`config.mk`:
```
export PLATFORM = sky130hd
export DESIGN_NAME = mdio_arbiter_flat
export DESIGN_NICKNAME = d
export VERILOG_FILES = /design/src/rtl/mdio_arbiter_pkg.sv /design/src/rtl/mdio_arbiter_if.sv /design/src/rtl/mdio_arbiter_rr_arbiter.sv /design/src/rtl/mdio_arbiter.sv /design/src/flat_wrapper.sv
export SDC_FILE = /design/constraint.sdc
export NUM_CORES = 1
export LEC_CHECK = 0
export ABC_CLOCK_PERIOD_IN_PS = 8000
export CAP_MARGIN = 10
export CORE_ASPECT_RATIO = 1.4
export CORE_MARGIN = 10
export CORE_UTILIZATION = 44
export CTS_CLUSTER_SIZE = 8
export DETAILED_ROUTE_END_ITERATION = 8
export PLACE_DENSITY = 0.87
export SETUP_SLACK_MARGIN = 0.5
export SKIP_LAST_GASP = 1
export SYNTH_ARGS = -nofsm -noshare
export SYNTH_HDL_FRONTEND = slang
export SYNTH_SLANG_ARGS = --single-unit
```
`constraint.sdc`:
```
create_clock -name clk -period 8 [get_ports clk]
set_input_delay 1.2 -clock clk [delete_from_list [all_inputs] [get_ports clk]]
set_output_delay 1.2 -clock clk [all_outputs]
set_load 0.02 [all_outputs]
```
`src/rtl/mdio_arbiter_pkg.sv`:
```
// Shared constants, state type and frame builder for the MDIO request arbiter.
// The frame is the Clause-22 32-bit word handed to the MDIO master as t_data.
package mdio_arbiter_pkg;

  localparam int PHY_W   = 5;
  localparam int REG_W   = 5;
  localparam int DATA_W  = 16;
  localparam int FRAME_W = 32;

  localparam logic [1:0] ST    = 2'b01;
  localparam logic [1:0] OP_WR = 2'b01;
  localparam logic [1:0] OP_RD = 2'b10;
  localparam logic [1:0] TA_WR = 2'b10;
  localparam logic [1:0] TA_RD = 2'b00;

  localparam int ST_LSB   = 30;
  localparam int OP_LSB   = 28;
  localparam int PHY_LSB  = 23;
  localparam int REG_LSB  = 18;
  localparam int TA_LSB   = 16;
  localparam int DATA_LSB = 0;

  typedef enum logic [1:0] {
    S_IDLE   = 2'd0,
    S_LAUNCH = 2'd1,
    S_WAIT   = 2'd2,
    S_DONE   = 2'd3
  } state_e;

  function automatic logic [FRAME_W-1:0] build_frame(
    input logic              wr,
    input logic [PHY_W-1:0]  phy,
    input logic [REG_W-1:0]  regad,
    input logic [DATA_W-1:0] wdata
  );
    logic [FRAME_W-1:0] f;
    f = '0;
    f[ST_LSB +: 2]        = ST;
    f[OP_LSB +: 2]        = wr ? OP_WR : OP_RD;
    f[PHY_LSB +: PHY_W]   = phy;
    f[REG_LSB +: REG_W]   = regad;
    f[TA_LSB +: 2]        = wr ? TA_WR : TA_RD;
    f[DATA_LSB +: DATA_W] = wr ? wdata : '0;
    return f;
  endfunction

endpackage

```
`src/rtl/mdio_arbiter_if.sv`:
```
// Bundle of requester and MDIO-master signals around the arbiter.
// master: the arbiter's view; slave: requesters plus the MDIO master engine.
interface mdio_arbiter_if
  import mdio_arbiter_pkg::*;
#(
  parameter int NREQ = 4
);
  logic [NREQ-1:0]        req;
  logic [NREQ-1:0]        req_wr;
  logic [PHY_W*NREQ-1:0]  req_phy;
  logic [REG_W*NREQ-1:0]  req_reg;
  logic [DATA_W*NREQ-1:0] req_wdata;
  logic [NREQ-1:0]        ack;
  logic [DATA_W-1:0]      rdata;
  logic                   err;
  logic                   busy;
  logic                   mst_start;
  logic [FRAME_W-1:0]     mst_t_data;
  logic [DATA_W-1:0]      mst_rd_data;
  logic                   mst_data_rdy;

  modport master (
    input  req, req_wr, req_phy, req_reg, req_wdata, mst_rd_data, mst_data_rdy,
    output ack, rdata, err, busy, mst_start, mst_t_data
  );

  modport slave (
    output req, req_wr, req_phy, req_reg, req_wdata, mst_rd_data, mst_data_rdy,
    input  ack, rdata, err, busy, mst_start, mst_t_data
  );
endinterface

```
`src/rtl/mdio_arbiter_rr_arbiter.sv`:
```
// Combinational round-robin picker: first set request searching upward from
// the slot after last_grant, wrapping modulo NREQ. Output is one-hot or zero.
module rr_arbiter #(
  parameter  int NREQ  = 4,
  localparam int IDX_W = (NREQ > 1) ? $clog2(NREQ) : 1
) (
  input  logic [NREQ-1:0]  req_i,
  input  logic [IDX_W-1:0] last_grant_i,
  output logic [NREQ-1:0]  grant_o
);

  logic             found;
  logic [IDX_W-1:0] idx;

  always_comb begin
    grant_o = '0;
    found   = 1'b0;
    idx     = '0;
    for (int k = 1; k <= NREQ; k++) begin
      idx = IDX_W'((int'(last_grant_i) + k) % NREQ);
      if (req_i[idx] && !found) begin
        grant_o[idx] = 1'b1;
        found        = 1'b1;
      end
    end
  end

endmodule

```
`src/rtl/mdio_arbiter.sv`:
```
// Shares one MDIO master between NREQ requesters: round-robin grant, frame
// build, start pulse, completion tracking (fixed write length / read with timeout).
module mdio_arbiter
  import mdio_arbiter_pkg::*;
#(
  parameter int NREQ       = 4,
  parameter int WR_CYCLES  = 64,
  parameter int RD_TIMEOUT = 256
) (
  input logic            clk,
  input logic            reset,
  mdio_arbiter_if.master bus
);

  localparam int IDX_W = (NREQ > 1) ? $clog2(NREQ) : 1;
  localparam int CNT_W = $clog2(RD_TIMEOUT + 1);

  state_e             state_q, state_d;
  logic [IDX_W-1:0]   last_q, last_d;
  logic [NREQ-1:0]    grant_q, grant_d;
  logic               wr_q, wr_d;
  logic [FRAME_W-1:0] frame_q, frame_d;
  logic [CNT_W-1:0]   cnt_q, cnt_d;
  logic [DATA_W-1:0]  rdata_q, rdata_d;
  logic               err_q, err_d;

  logic [NREQ-1:0]    rr_grant;
  logic               win_wr;
  logic [PHY_W-1:0]   win_phy;
  logic [REG_W-1:0]   win_reg;
  logic [DATA_W-1:0]  win_wdata;
  logic [IDX_W-1:0]   grant_idx;

  rr_arbiter #(.NREQ(NREQ)) u_rr (
    .req_i        (bus.req),
    .last_grant_i (last_q),
    .grant_o      (rr_grant)
  );

  // Requester field mux driven by the one-hot winner.
  always_comb begin
    win_wr    = 1'b0;
    win_phy   = '0;
    win_reg   = '0;
    win_wdata = '0;
    for (int i = 0; i < NREQ; i++) begin
      if (rr_grant[i]) begin
        win_wr    = bus.req_wr[i];
        win_phy   = bus.req_phy[PHY_W*i +: PHY_W];
        win_reg   = bus.req_reg[REG_W*i +: REG_W];
        win_wdata = bus.req_wdata[DATA_W*i +: DATA_W];
      end
    end
  end

  always_comb begin
    grant_idx = '0;
    for (int i = 0; i < NREQ; i++) begin
      if (grant_q[i]) grant_idx = IDX_W'(i);
    end
  end

  always_comb begin
    state_d = state_q;
    last_d  = last_q;
    grant_d = grant_q;
    wr_d    = wr_q;
    frame_d = frame_q;
    cnt_d   = cnt_q;
    rdata_d = rdata_q;
    err_d   = err_q;
    case (state_q)
      S_IDLE: begin
        if (|bus.req) begin
          grant_d = rr_grant;
          wr_d    = win_wr;
          frame_d = build_frame(win_wr, win_phy, win_reg, win_wdata);
          state_d = S_LAUNCH;
        end
      end
      S_LAUNCH: begin
        cnt_d   = '0;
        state_d = S_WAIT;
      end
      S_WAIT: begin
        cnt_d = cnt_q + 1'b1;
        if (wr_q) begin
          if (cnt_q == CNT_W'(WR_CYCLES - 1)) begin
            rdata_d = '0;
            err_d   = 1'b0;
            state_d = S_DONE;
          end
        end else if (bus.mst_data_rdy) begin
          // Data ready beats a coincident timeout.
          rdata_d = bus.mst_rd_data;
          err_d   = 1'b0;
          state_d = S_DONE;
        end else if (cnt_q == CNT_W'(RD_TIMEOUT - 1)) begin
          rdata_d = 16'hFFFF;
          err_d   = 1'b1;
          state_d = S_DONE;
        end
      end
      S_DONE: begin
        last_d  = grant_idx;
        state_d = S_IDLE;
      end
      default: state_d = S_IDLE;
    endcase
  end

  always_ff @(posedge clk) begin
    if (reset) begin
      state_q <= S_IDLE;
      last_q  <= IDX_W'(NREQ - 1);
      grant_q <= '0;
      wr_q    <= 1'b0;
      frame_q <= '0;
      cnt_q   <= '0;
      rdata_q <= '0;
      err_q   <= 1'b0;
    end else begin
      state_q <= state_d;
      last_q  <= last_d;
      grant_q <= grant_d;
      wr_q    <= wr_d;
      frame_q <= frame_d;
      cnt_q   <= cnt_d;
      rdata_q <= rdata_d;
      err_q   <= err_d;
    end
  end

  assign bus.ack        = (state_q == S_DONE) ? grant_q : '0;
  assign bus.busy       = (state_q != S_IDLE);
  assign bus.mst_start  = (state_q == S_LAUNCH);
  assign bus.mst_t_data = frame_q;
  assign bus.rdata      = rdata_q;
  assign bus.err        = err_q;

endmodule

```
`src/flat_wrapper.sv`:
```
// flat-port wrapper written by rule: the top's interface ports become plain ports
module mdio_arbiter_flat import mdio_arbiter_pkg::*;
#(
  parameter int NREQ       = 4,
  parameter int WR_CYCLES  = 64,
  parameter int RD_TIMEOUT = 256
)
  (clk, reset, bus_req, bus_req_wr, bus_req_phy, bus_req_reg, bus_req_wdata, bus_mst_rd_data, bus_mst_data_rdy, bus_ack, bus_rdata, bus_err, bus_busy, bus_mst_start, bus_mst_t_data);
  mdio_arbiter_if #(.NREQ(NREQ)) bus_i ();
  input logic clk;
  input logic reset;
  input wire logic [$bits(bus_i.req)-1:0] bus_req;
  input wire logic [$bits(bus_i.req_wr)-1:0] bus_req_wr;
  input wire logic [$bits(bus_i.req_phy)-1:0] bus_req_phy;
  input wire logic [$bits(bus_i.req_reg)-1:0] bus_req_reg;
  input wire logic [$bits(bus_i.req_wdata)-1:0] bus_req_wdata;
  input wire logic [$bits(bus_i.mst_rd_data)-1:0] bus_mst_rd_data;
  input wire logic [$bits(bus_i.mst_data_rdy)-1:0] bus_mst_data_rdy;
  output wire logic [$bits(bus_i.ack)-1:0] bus_ack;
  output wire logic [$bits(bus_i.rdata)-1:0] bus_rdata;
  output wire logic [$bits(bus_i.err)-1:0] bus_err;
  output wire logic [$bits(bus_i.busy)-1:0] bus_busy;
  output wire logic [$bits(bus_i.mst_start)-1:0] bus_mst_start;
  output wire logic [$bits(bus_i.mst_t_data)-1:0] bus_mst_t_data;
  assign bus_i.req = bus_req;
  assign bus_i.req_wr = bus_req_wr;
  assign bus_i.req_phy = bus_req_phy;
  assign bus_i.req_reg = bus_req_reg;
  assign bus_i.req_wdata = bus_req_wdata;
  assign bus_i.mst_rd_data = bus_mst_rd_data;
  assign bus_i.mst_data_rdy = bus_mst_data_rdy;
  assign bus_ack = bus_i.ack;
  assign bus_rdata = bus_i.rdata;
  assign bus_err = bus_i.err;
  assign bus_busy = bus_i.busy;
  assign bus_mst_start = bus_i.mst_start;
  assign bus_mst_t_data = bus_i.mst_t_data;
  mdio_arbiter #(.NREQ(NREQ), .WR_CYCLES(WR_CYCLES), .RD_TIMEOUT(RD_TIMEOUT)) u_core (.clk(clk), .reset(reset), .bus(bus_i));
endmodule
```
==> results.md, run 1 <==
* Outcome: completed
* Largest stage delay, worst path at 780 ps
* Top cells by area, synth: dfxtp_1, a221o_1, ha_1, a21oi_1, a221oi_2
* Slew at the pin closest to its max-slew limit at 1130 ps
* Clock buffer count from CTS at 9
* Main flop type after synthesis: dfxtp_1
* Peak supply drop at 245 uV
* CTS resizes at 0
* Post-synth top area cell: dfxtp_1
* Top cell type's share of synthesized area at 0.332
* Worst r2r src: u_core.last_q[0]$_SDFFE_PP1N_
* Clock Tree Root: clkbuf_16
* Die X at 98.5 um
* Syn Area/Cell at 8.65 um^2
* Clk slew on worst S/H paths at 50 ps
* Power per Cell Area at 321 nW/um^2
* DRC at 0
* Grt ovf at 0
* Max Slew Vio Count at 0
* Cell Area, Placed at 5620 um^2
* Fin crit period at 4880 ps
* Lkg Pwr at 2.24 nW
* Final cell count without fillers at 708
* Worst slack, placed at 2760 ps
* R2r endpoint: u_core.bus.mst_t_data[15]$_SDFFE_PP0P_
* I/O Buffers at 183
* Crit-path most repeated cell: a221oi_1
* Final ANT Viol Nets at 0
* Clock Path Buffers at 2
* Largest net degree at the start of global routing at 44
* FF-to-FF path depth at 9
* GP Congestion at 0.885
* Post-CTS Setup Bufs at 0
* Skew-Pair Late Insertion Delay at 330 ps
* Ant diodes at 0
* CP required at 8230 ps
* CP Class: in -> reg
* Asr flop ratio synth at 0
* Endpoints failing setup at 0
* CP max-delay cell: a21o_1
* Die ar. at 12,800 um^2
* CTS HTree Levels at 3
* Min-delay src: u_core.bus.mst_t_data[29]$_SDFFE_PP0P_
* Syn Std Cell Area at 3800 um^2
* # Max-Cap Violations at 0
* Final Hold Viols at 0
* Max_slew headroom at 0.244
* Clock Skews at 5.90 ps
* Post-synth top cells: dfxtp_1, nor2_1, a21oi_1
* Vias/cell at 5.76
* Unrepaired setup endpoints after global routing: no
* F_max at 205 MHz
* Via count at 4,081
* Initial Utilization at 0.446
* Most instantiated library cell after synthesis: dfxtp_1
* Cell Chain, Critical Path: clkdlybuf4s50_1 > mux4_2 > nor4b_4 > and2_1 > a21o_1 > a221oi_1 > a221o_1 > a221oi_1
* Fin Hold WS at 463 ps
* Ratio of final minimum period to clock period at 0.610
* Yosys warnings at 0
* Hold Crit Depth at 2
* Post-DP HPWL at 10,500 um
* First-pass GRT wire length at 21,300 um
* Core outline area at 8510 um^2
* Die H at 130 um
* Arrival time worst endpoint at 5100 ps
* Total GRT Usage at 0.202
* Initial antenna violation count at 0
* Startpoint types: input port
* Share of cells above drive strength 1 at 0.0697
* Setup TNS at 0 ps
* Post-route cell area at 5950 um^2
* 1st-iter DRT viols at 179
* Hold crit path type: reg -> reg
* Vias in the first global route at 4,084
* Post-cts hold buffer count at 0
* Row count at 40
* Hold Crit Endpoint: u_core.bus.mst_t_data[29]$_SDFFE_PP0P_
* TritonRoute pass-1 iters at 4
* Worst Setup End Kind: flip-flop
* R2R setup slack at 3420 ps
* Placed cell count at 692
* Sequential-to-total area share from yosys stat at 0.332
* IO Count at 186
* Routed WL at 13,900 um
* Syn Inst Count at 439
* Crit-path max FO at 29
* Post-synth EDFFs at 0
* Synth cell types at 46
* Area growth, synth to finish at 56.6%
* Layout Nets at 743
* CTS tree: done
* #FFs+latches synth at 63
* Drt wl/cell at 19.6 um
* CTS sink cnt at 63
* Setup WS post-layout at 3120 ps
==> logic make-up (layout without fill, tap and decap cells) <==
logic type                 count (synthesis)  count (layout)  synth area share
xor gates and xnor gates                   6               6            0.0138
other                                      1               2          0.000987
DFF                                       63              63             0.332
AOI/OAI and AO/OA                        164             164             0.337
muxes                                      9               9            0.0369
and+or+nand+nor                          131             131             0.171
adders and majority gates                 14              14            0.0461
buffers and inverters                     51             214            0.0619
==> final cells by class <==
| type | count | area [um^2] |
|---|---|---|
| inverters | 10 | 37.5 |
| multi-input cells | 326 | 2320 |
| clock buffers | 10 | 239 |
| well taps | 105 | 131 |
| fillers | 672 | 2560 |
| repair buffers | 188 | 1860 |
| flip-flops and latches | 63 | 1260 |
| clock inverters | 6 | 92.6 |
==> layer usage <==
layer,global-route usage,share of wire
met4,0.0744,0.026
met2,0.344,0.49
met5,0,0
met1,0.228,0.39
met3,0.0735,0.091
==> flip-flops by register name (all words and copies together), names as in the netlist <==
signal and cells:
u_core.bus.mst_t_data 29, u_core.bus.rdata 16, u_core.cnt_q 9, u_core.grant_q 4, u_core.last_q 2, u_core.state_q 2
u_core.bus.err 1
==> worst max-delay path by stage <==
stage	depth (start not counted)	start	slack, ps	endpoint
after floorplan	8	bus_req[2]	4560	u_core.bus.mst_t_data[10]$_SDFFE_PP0P_
after global placement	8	bus_req[2]	2930	u_core.bus.mst_t_data[15]$_SDFFE_PP0P_
after detailed placement	8	bus_req[2]	2760	u_core.bus.mst_t_data[15]$_SDFFE_PP0P_
after CTS	8	bus_req[2]	3100	u_core.bus.mst_t_data[15]$_SDFFE_PP0P_
after global routing	8	bus_req[2]	2840	u_core.bus.mst_t_data[1]$_SDFFE_PP0P_
final	8	bus_req[2]	3120	u_core.bus.mst_t_data[15]$_SDFFE_PP0P_
==> layout by cell type, fill, tap and decap left out, types with 2 or more instances in the layout <==
| master | n |
|---|---|
| buf_4 | 5 |
| a221o_1 | 18 |
| conb_1 | 2 |
| clkdlybuf4s50_1 | 182 |
| ha_1 | 14 |
| nor2b_1 | 17 |
| a211oi_1 | 2 |
| o211ai_1 | 19 |
| nor2_1 | 38 |
| a211o_1 | 2 |
| o21ai_1 | 2 |
| a221oi_2 | 10 |
| a21boi_0 | 16 |
| xor2_1 | 5 |
| clkbuf_16 | 9 |
| nand3b_1 | 3 |
| nand4_1 | 2 |
| a21oi_1 | 33 |
| inv_1 | 10 |
| and2_1 | 6 |
| o211a_1 | 11 |
| o22ai_1 | 3 |
| clkinvlp_4 | 2 |
| o21ai_0 | 22 |
| nor3_1 | 19 |
| mux2i_1 | 5 |
| a221oi_1 | 18 |
| nand2b_1 | 9 |
| nand2_1 | 29 |
| dfxtp_1 | 63 |
| mux4_2 | 4 |
| bufinv_16 | 2 |
| nand3_1 | 3 |
==> worst max-delay path: cells and delay by family <==
kind                   cells  cell delay, ps
AND/OR/NAND/NOR            2             740
AO/OA/AOI/OAI              4            1970
buffers and inverters      1             510
multiplexers               1             660
==> per-stage QoR <==
step | utilization | total power, mW
after floorplan | - | 1.12
after global placement | 0.660 | 1.46
after detailed placement | 0.660 | 1.49
after CTS | 0.699 | 1.92
after global routing | 0.699 | 2.03
final | 0.699 | 1.91
==> power by group <==
part	switching (mW)	internal, mW	total, mW
clock network	0.144	0.283	0.427
logic	0.571	0.445	1.02
registers	0.0693	0.400	0.469
total	0.785	1.13	1.91
No activity file was read; power rests on OpenSTA's default activity.
==> run 2, diff against run 1 <==
--- a/config.mk
+++ b/config.mk
@@ -5,14 +5,14 @@
 export SDC_FILE = /design/constraint.sdc
 export NUM_CORES = 1
 export LEC_CHECK = 0
-export ABC_CLOCK_PERIOD_IN_PS = 8000
+export ABC_CLOCK_PERIOD_IN_PS = 4250
 export CAP_MARGIN = 10
 export CORE_ASPECT_RATIO = 1.4
 export CORE_MARGIN = 10
-export CORE_UTILIZATION = 44
+export CORE_UTILIZATION = 37
 export CTS_CLUSTER_SIZE = 8
 export DETAILED_ROUTE_END_ITERATION = 8
-export PLACE_DENSITY = 0.87
+export PLACE_DENSITY = 0.78
 export SETUP_SLACK_MARGIN = 0.5
 export SKIP_LAST_GASP = 1
 export SYNTH_ARGS = -nofsm -noshare
==> constraint.sdc (replaced) <==
create_clock -name clk -period 4.25 [get_ports clk]
set_input_delay 0.6375 -clock clk [delete_from_list [all_inputs] [get_ports clk]]
set_output_delay 0.6375 -clock clk [all_outputs]
set_load 0.02 [all_outputs]
==> run 2 against run 1 <==
Worst setup slack got worse by 2500 ps; via count rose by 0.69%; first-iteration DRC count rose by 18%; final cell count rose by 5.6%; sequential share of layout area fell by 0.29 points; global-route usage fell by 0.88 points; count of clock-buffer cells in the layout fell by 1; sequential power rose by 86%; clock power rose by 74%.
==> results.md, run 2 (same netlist as run 1, synthesis figures left out) <==
* Outcome: completed
* Met3 Use GR at 0.0670 (-0.00651)
* Die X at 106 um (+7.2%)
* CTS tree: done
* CP Class: in -> reg
* CP required at 4470 ps (-3760 ps)
* Register share of total power at 0.243 (-0.002)
* Grt ovf at 0 (unchanged)
* Max Slew Vio Count at 0 (unchanged)
* Die ar. at 14,800 um^2 (+15%)
* Vias in the first global route at 4,160 (+1.9%)
* Pint at 2.08 mW (+84%)
* Max reg flops at 29 (unchanged)
* Ratio of final minimum period to clock period at 0.847
* GP Congestion at 0.865 (-2.2%)
* CTS HTree Levels at 3 (unchanged)
* Row count at 43 (+7.5%)
* Initial Utilization at 0.382 (-0.0648)
* Most Crowded Layer GR: met2
* Routed WL at 14,900 um (+7.4%)
* Initial antenna violation count at 0 (unchanged)
* Share of total power in the clock network at 0.207 (-0.016)
* Register area at 1260 um^2 (unchanged)
* Slew at the pin closest to its max-slew limit at 1180 ps (+41.8 ps)
* Crit-path max FO at 16 (-45%)
* # Max-Cap Violations at 0 (unchanged)
* Largest net degree at the start of global routing at 44 (unchanged)
* Final Hold Viols at 0 (unchanged)
* 1st-iter DRT viols at 211 (+18%)
* Skew-Pair Late Insertion Delay at 330 ps (about the same)
* GR Util met2 at 0.342 (-0.00183)
* Core outline area at 9950 um^2 (+17%)
* Worst Setup End Kind: flip-flop
* Hold crit path type: reg -> reg
* First-pass GRT wire length at 23,100 um (+8.5%)
* Clock Skews at 12.5 ps (+6.55 ps)
* Ant diodes at 0 (unchanged)
* Startpoint types: input port
* Arrival time worst endpoint at 3820 ps (-1280 ps)
* Most common cell after layout, fill and taps aside: clkdlybuf4s50_1
* Fin crit period at 3600 ps
* Multi-input logic area at 2320 um^2 (+0.11%)
* Post-cts hold buffer count at 0 (unchanged)
* Clock Tree Root: clkbuf_16
* Most frequent cells in the layout: clkdlybuf4s50_1, dfxtp_1, nor2_1
* Endpoints failing setup at 0 (unchanged)
* Final core area utilization at 0.606 (-0.0933)
* Die H at 140 um (+7.7%)
* Comb pwr share at 0.549 (+0.018)
* TritonRoute pass-1 iters at 4 (unchanged)
* F_max at 278 MHz
* Met1 usage at 0.218 (-0.00908)
* Fin Hold WS at 473 ps (+9.18 ps)
* IO Count at 186 (unchanged)
* Max_slew headroom at 0.216 (-0.0278)
* Area growth, synth to finish at 58.7%
* Clock Path Buffers at 2 (unchanged)
* Layout Nets at 753 (+1.3%)
* Total GRT Usage at 0.194 (-0.00881)
* Clk slew on worst S/H paths at 60 ps (about the same)
* Power per Cell Area at 595 nW/um^2 (+85%)
* Drt wl/cell at 19.9 um (+1.6%)
* Final ANT Viol Nets at 0 (unchanged)
* I/O Buffers at 183 (unchanged)
* Post-DP HPWL at 11,100 um (+5.9%)
* Sw Share at 0.421 (+0.0108)
* DRC at 0 (unchanged)
* CTS sink cnt at 63 (unchanged)
* Switching Power at 1.51 mW (+93%)
* Lkg Pwr at 2.27 nW (+1.4%)
* Share of cells above drive strength 1 at 0.0865 (+0.0168)
* Peak supply drop at 293 uV (+19%)
* Unrepaired setup endpoints after global routing: no
* Vias/cell at 5.49 (-4.7%)
* Clock buffer count from CTS at 9 (unchanged)
* Filler cells at 855 (+27%)
* Via count at 4,109 (+0.69%)
## run 2: power by group through the flow
stage / Sequential [mW] / Clock, mW / Combinational [mW]
floorplan: 0.997 / 0 / 1.11
global placement: 0.876 / 0 / 1.90
detailed placement: 0.884 / 0 / 1.94
CTS: 0.874 / 0.758 / 1.98
global route: 0.895 / 0.788 / 2.15
finish: 0.874 / 0.745 / 1.97
## run 2: path summary, 6_finish.rpt
kind	start	end	slack, ps	cells after the start
setup / recovery	bus_req[2]	u_core.bus.mst_t_data[4]$_SDFFE_PP0P_	650	9
hold / removal	u_core.bus.mst_t_data[30]$_SDFFE_PP0P_	u_core.bus.mst_t_data[30]$_SDFFE_PP0P_	470	2
setup reg to reg	u_core.last_q[1]$_SDFFE_PP1N_	u_core.bus.mst_t_data[4]$_SDFFE_PP0P_	820	10
hold reg to reg	u_core.bus.mst_t_data[30]$_SDFFE_PP0P_	u_core.bus.mst_t_data[30]$_SDFFE_PP0P_	470	2
## run 2: metrics by stage
stage | cells | setup TNS, ps | setup WS (ps) | power (mW) | area [um^2]
after floorplan | 440 | 0 | 1020 | 2.11 | 3800
after global placement | 730 | 0 | 16.0 | 2.78 | 5700
after detailed placement | 730 | -1550 | -135 | 2.83 | 5700
after CTS | 748 | 0 | 520 | 3.62 | 6030
after global routing | 748 | 0 | 541 | 3.83 | 6030
final | 748 | 0 | 651 | 3.59 | 6030
## run 2: critical path: stages
cell and delay [ps]:
clkdlybuf4s50_1 510, mux4_2 540, buf_4 200, nor4b_4 420, and2_1 370, a21o_1 160
a221oi_1 90, a221o_2 540, a221oi_1 340
## run 2: layout make-up
| type | instances | share of cell area |
|---|---|---|
| clock inverters | 7 | 0.0133 |
| inverters | 10 | 0.00623 |
| clock buffers | 9 | 0.0374 |
| repair buffers | 197 | 0.320 |
| well taps | 135 | 0.0280 |
| flip-flops and latches | 63 | 0.209 |
| multi-input cells | 327 | 0.386 |
## run 2: repair_timing
| item | 4_1_cts | 5_1_grt |
|---|---|---|
| setup endpoints to repair | 16 | 16 |
| buffers inserted | 1 | 0 |
| gates cloned | 1 | 0 |
| resized for setup | 0 | 1 |
| pin swaps | 1 | 0 |
## run 2: layer usage
layer	part of all wire	routed length (um)	vias up
li1	-	-	1984
met1	0.39	5760	1952
met2	0.52	7700	161
met3	0.086	1280	12
met4	0.011	157	0
met5	0	0	-
==> run 3, diff against run 2 <==
--- a/config.mk
+++ b/config.mk
@@ -5,7 +5,7 @@
 export SDC_FILE = /design/constraint.sdc
 export NUM_CORES = 1
 export LEC_CHECK = 0
-export ABC_CLOCK_PERIOD_IN_PS = 4250
+export ABC_CLOCK_PERIOD_IN_PS = 3270
 export CAP_MARGIN = 10
 export CORE_ASPECT_RATIO = 1.4
 export CORE_MARGIN = 10
==> constraint.sdc (replaced) <==
create_clock -name clk -period 3.27 [get_ports clk]
set_input_delay 0.4905 -clock clk [delete_from_list [all_inputs] [get_ports clk]]
set_output_delay 0.4905 -clock clk [all_outputs]
set_load 0.02 [all_outputs]
==> run 3 against run 2 <==
Sequential share of layout area decreased by 1.1 points; non-clock buffer count increased by 19; total power increased by 41%; count of clock-buffer cells in the layout unchanged; die area unchanged; combinational power increased by 53%.
==> results.md, run 3 (same netlist as run 1, synthesis figures left out) <==
* Outcome: completed
* CTS HTree Levels at 3 (unchanged)
* Vias/cell at 5.59 (+1.8%)
* TritonRoute pass-1 iters at 5 (+1)
* Core outline area at 9950 um^2 (unchanged)
* Endpoints failing setup at 0 (unchanged)
* Power per Cell Area at 791 nW/um^2 (+33%)
* Die X at 106 um (unchanged)
* Clock Tree Root: clkbuf_16
* CTS tree: done
* R2R setup slack at 360 ps (-460 ps)
* 1st-iter DRT viols at 245 (+16%)
* Unrepaired setup endpoints after global routing: yes
* Worst slack, placed at -99.5 ps (+35.1 ps)
* Final cell count without fillers at 766 (+2.4%)
* DRC at 0 (unchanged)
* I/O Buffers at 183 (unchanged)
* Cell Chain, Critical Path: inv_6 > ha_4 > mux4_2 > nor4b_4 > and2_4 > a21o_1 > a221oi_2 > a221o_2 > clkbuf_16 > a221oi_4
* First-pass GRT wire length at 24,000 um (+3.9%)
* Final ANT Viol Nets at 0 (unchanged)
* Initial antenna violation count at 0 (unchanged)
* Row count at 43 (unchanged)
* Die ar. at 14,800 um^2 (unchanged)
* Initial Utilization at 0.382 (unchanged)
* Setup WS post-layout at 356 ps (-296 ps)
* Post-DP HPWL at 11,300 um (+1.3%)
* Grt ovf at 0 (unchanged)
* Area growth, synth to finish at 68.7%
* Routed WL at 15,700 um (+5.3%)
* IO Count at 186 (unchanged)
* CTS sink cnt at 63 (unchanged)
* Slew at the pin closest to its max-slew limit at 828 ps (-348 ps)
* Total GRT Usage at 0.198 (+0.00435)
* Clock Skews at 7.05 ps (-5.40 ps)
* Layout Nets at 771 (+2.4%)
* CP Buf/Inv Count at 2 (unchanged)
* GR Util met2 at 0.344 (+0.00230)
* Filler cells at 802 (-6.2%)
* Clock buffer count from CTS at 9 (unchanged)
* Most frequent cells in the layout: clkdlybuf4s50_1, dfxtp_1, nor2_1
* Via count at 4,282 (+4.2%)
* Hold crit path type: reg -> reg
* Die H at 140 um (unchanged)
* Register area at 1270 um^2 (+0.60%)
* Final Hold Viols at 0 (unchanged)
* Drt wl/cell at 20.5 um (+2.8%)
* Met1 usage at 0.222 (+0.00381)
* Skew-Pair Late Insertion Delay at 330 ps (about the same)
* Max_slew headroom at 0.447 (+0.231)
* Clk slew on worst S/H paths at 60 ps (about the same)
* Ant diodes at 0 (unchanged)
* CP top delay family: compound AO/OA/AOI/OAI gates
* Post-cts hold buffer count at 0 (unchanged)
* Startpoint types: flip-flop
* CP Class: reg -> reg
* F_max at 343 MHz
* CP required at 3510 ps (-960 ps)
* # Max-Cap Violations at 0 (unchanged)
* Crit-path max FO at 8 (-8)
* Most Crowded Layer GR: met2
* Fin crit period at 2910 ps
* Worst Setup End Kind: flip-flop
* Max reg flops at 29 (unchanged)
* Clock Path Buffers at 2 (unchanged)
* Vias in the first global route at 4,366 (+5.0%)
* Placed cell count at 734 (+0.55%)
* Largest net degree at the start of global routing at 43 (-2.3%)
* GP Congestion at 0.833 (-3.7%)
* Ratio of final minimum period to clock period at 0.891
* Peak supply drop at 380 uV (+30%)
* Met3 Use GR at 0.0505 (-0.0165)
* Lkg Pwr at 2.44 nW (+7.7%)
* Max Slew Vio Count at 0 (unchanged)
* Share of cells above drive strength 1 at 0.154 (+0.0673)
* Most common cell after layout, fill and taps aside: clkdlybuf4s50_1
* CP max-delay cell: a221o_2
* Arrival time worst endpoint at 3150 ps (-670 ps)
* Largest stage delay, worst path at 430 ps (-110 ps)
* Multi-input logic area at 2480 um^2 (+6.8%)
[run 3: cell types whose count changed in the layout (fill, tap and decap cells not counted), sizes merged, moves of 2 or more]
cell	change
buf	+17
clkdlybuf4s50	-4
dlygate4sd2	+4
clkbuf	+2
[run 3: repair_timing]
action	4_1_cts	5_1_grt
pin swaps	16	16
setup buffers	9	4
resized for setup	26	26
gates cloned	1	2
setup endpoints to repair	28	28
[run 3: path summary, 6_finish.rpt]
check | startpoint | endpoint | cells after the start
worst max-delay path | u_core.last_q[0]$_SDFFE_PP1N_ | u_core.bus.mst_t_data[7]$_SDFFE_PP0P_ | 10
worst min-delay path | u_core.bus.mst_t_data[30]$_SDFFE_PP0P_ | u_core.bus.mst_t_data[30]$_SDFFE_PP0P_ | 2
worst max register to register | u_core.last_q[0]$_SDFFE_PP1N_ | u_core.bus.mst_t_data[7]$_SDFFE_PP0P_ | 10
worst min register to register | u_core.bus.mst_t_data[30]$_SDFFE_PP0P_ | u_core.bus.mst_t_data[30]$_SDFFE_PP0P_ | 2
[run 3: layout make-up]
cell class / instances / area share
inverters: 10 / 0.00703
clock inverters: 7 / 0.00879
multi-input cells: 326 / 0.388
clock buffers: 9 / 0.0351
well taps: 135 / 0.0264
repair buffers: 216 / 0.337
flip-flops and latches: 63 / 0.198
[run 3: per-stage QoR]
stage / hold WS (ps) / util / total power [mW] / TNS (ps) / area [um^2]
after global routing: 514 / 0.644 / 5.35 / 0 / 6410
after global placement: 452 / 0.581 / 3.71 / 0 / 5780
final: 471 / 0.644 / 5.07 / 0 / 6410
after floorplan: 447 / - / 2.76 / 0 / 3830
after CTS: 479 / 0.626 / 4.87 / 0 / 6230
after detailed placement: 466 / 0.581 / 3.77 / -1070 / 5780
[run 3: where the power goes]
group	leakage [nW]	switching, mW	internal (mW)
logic	1.79	1.62	1.40
registers	0.514	0.175	0.979
clock network	0.137	0.374	0.521
[run 3: layer usage]
layer / up-vias / wire length [um]
li1: 2018 / -
met1: 2027 / 6180
met2: 204 / 7790
met3: 33 / 1230
met4: 0 / 490
met5: - / 0
[run 3: worst min-delay path, stage by stage (launching register included)]
cell	delay [ps]
dfxtp_1	320
nor2_1	40
nor2_1	70
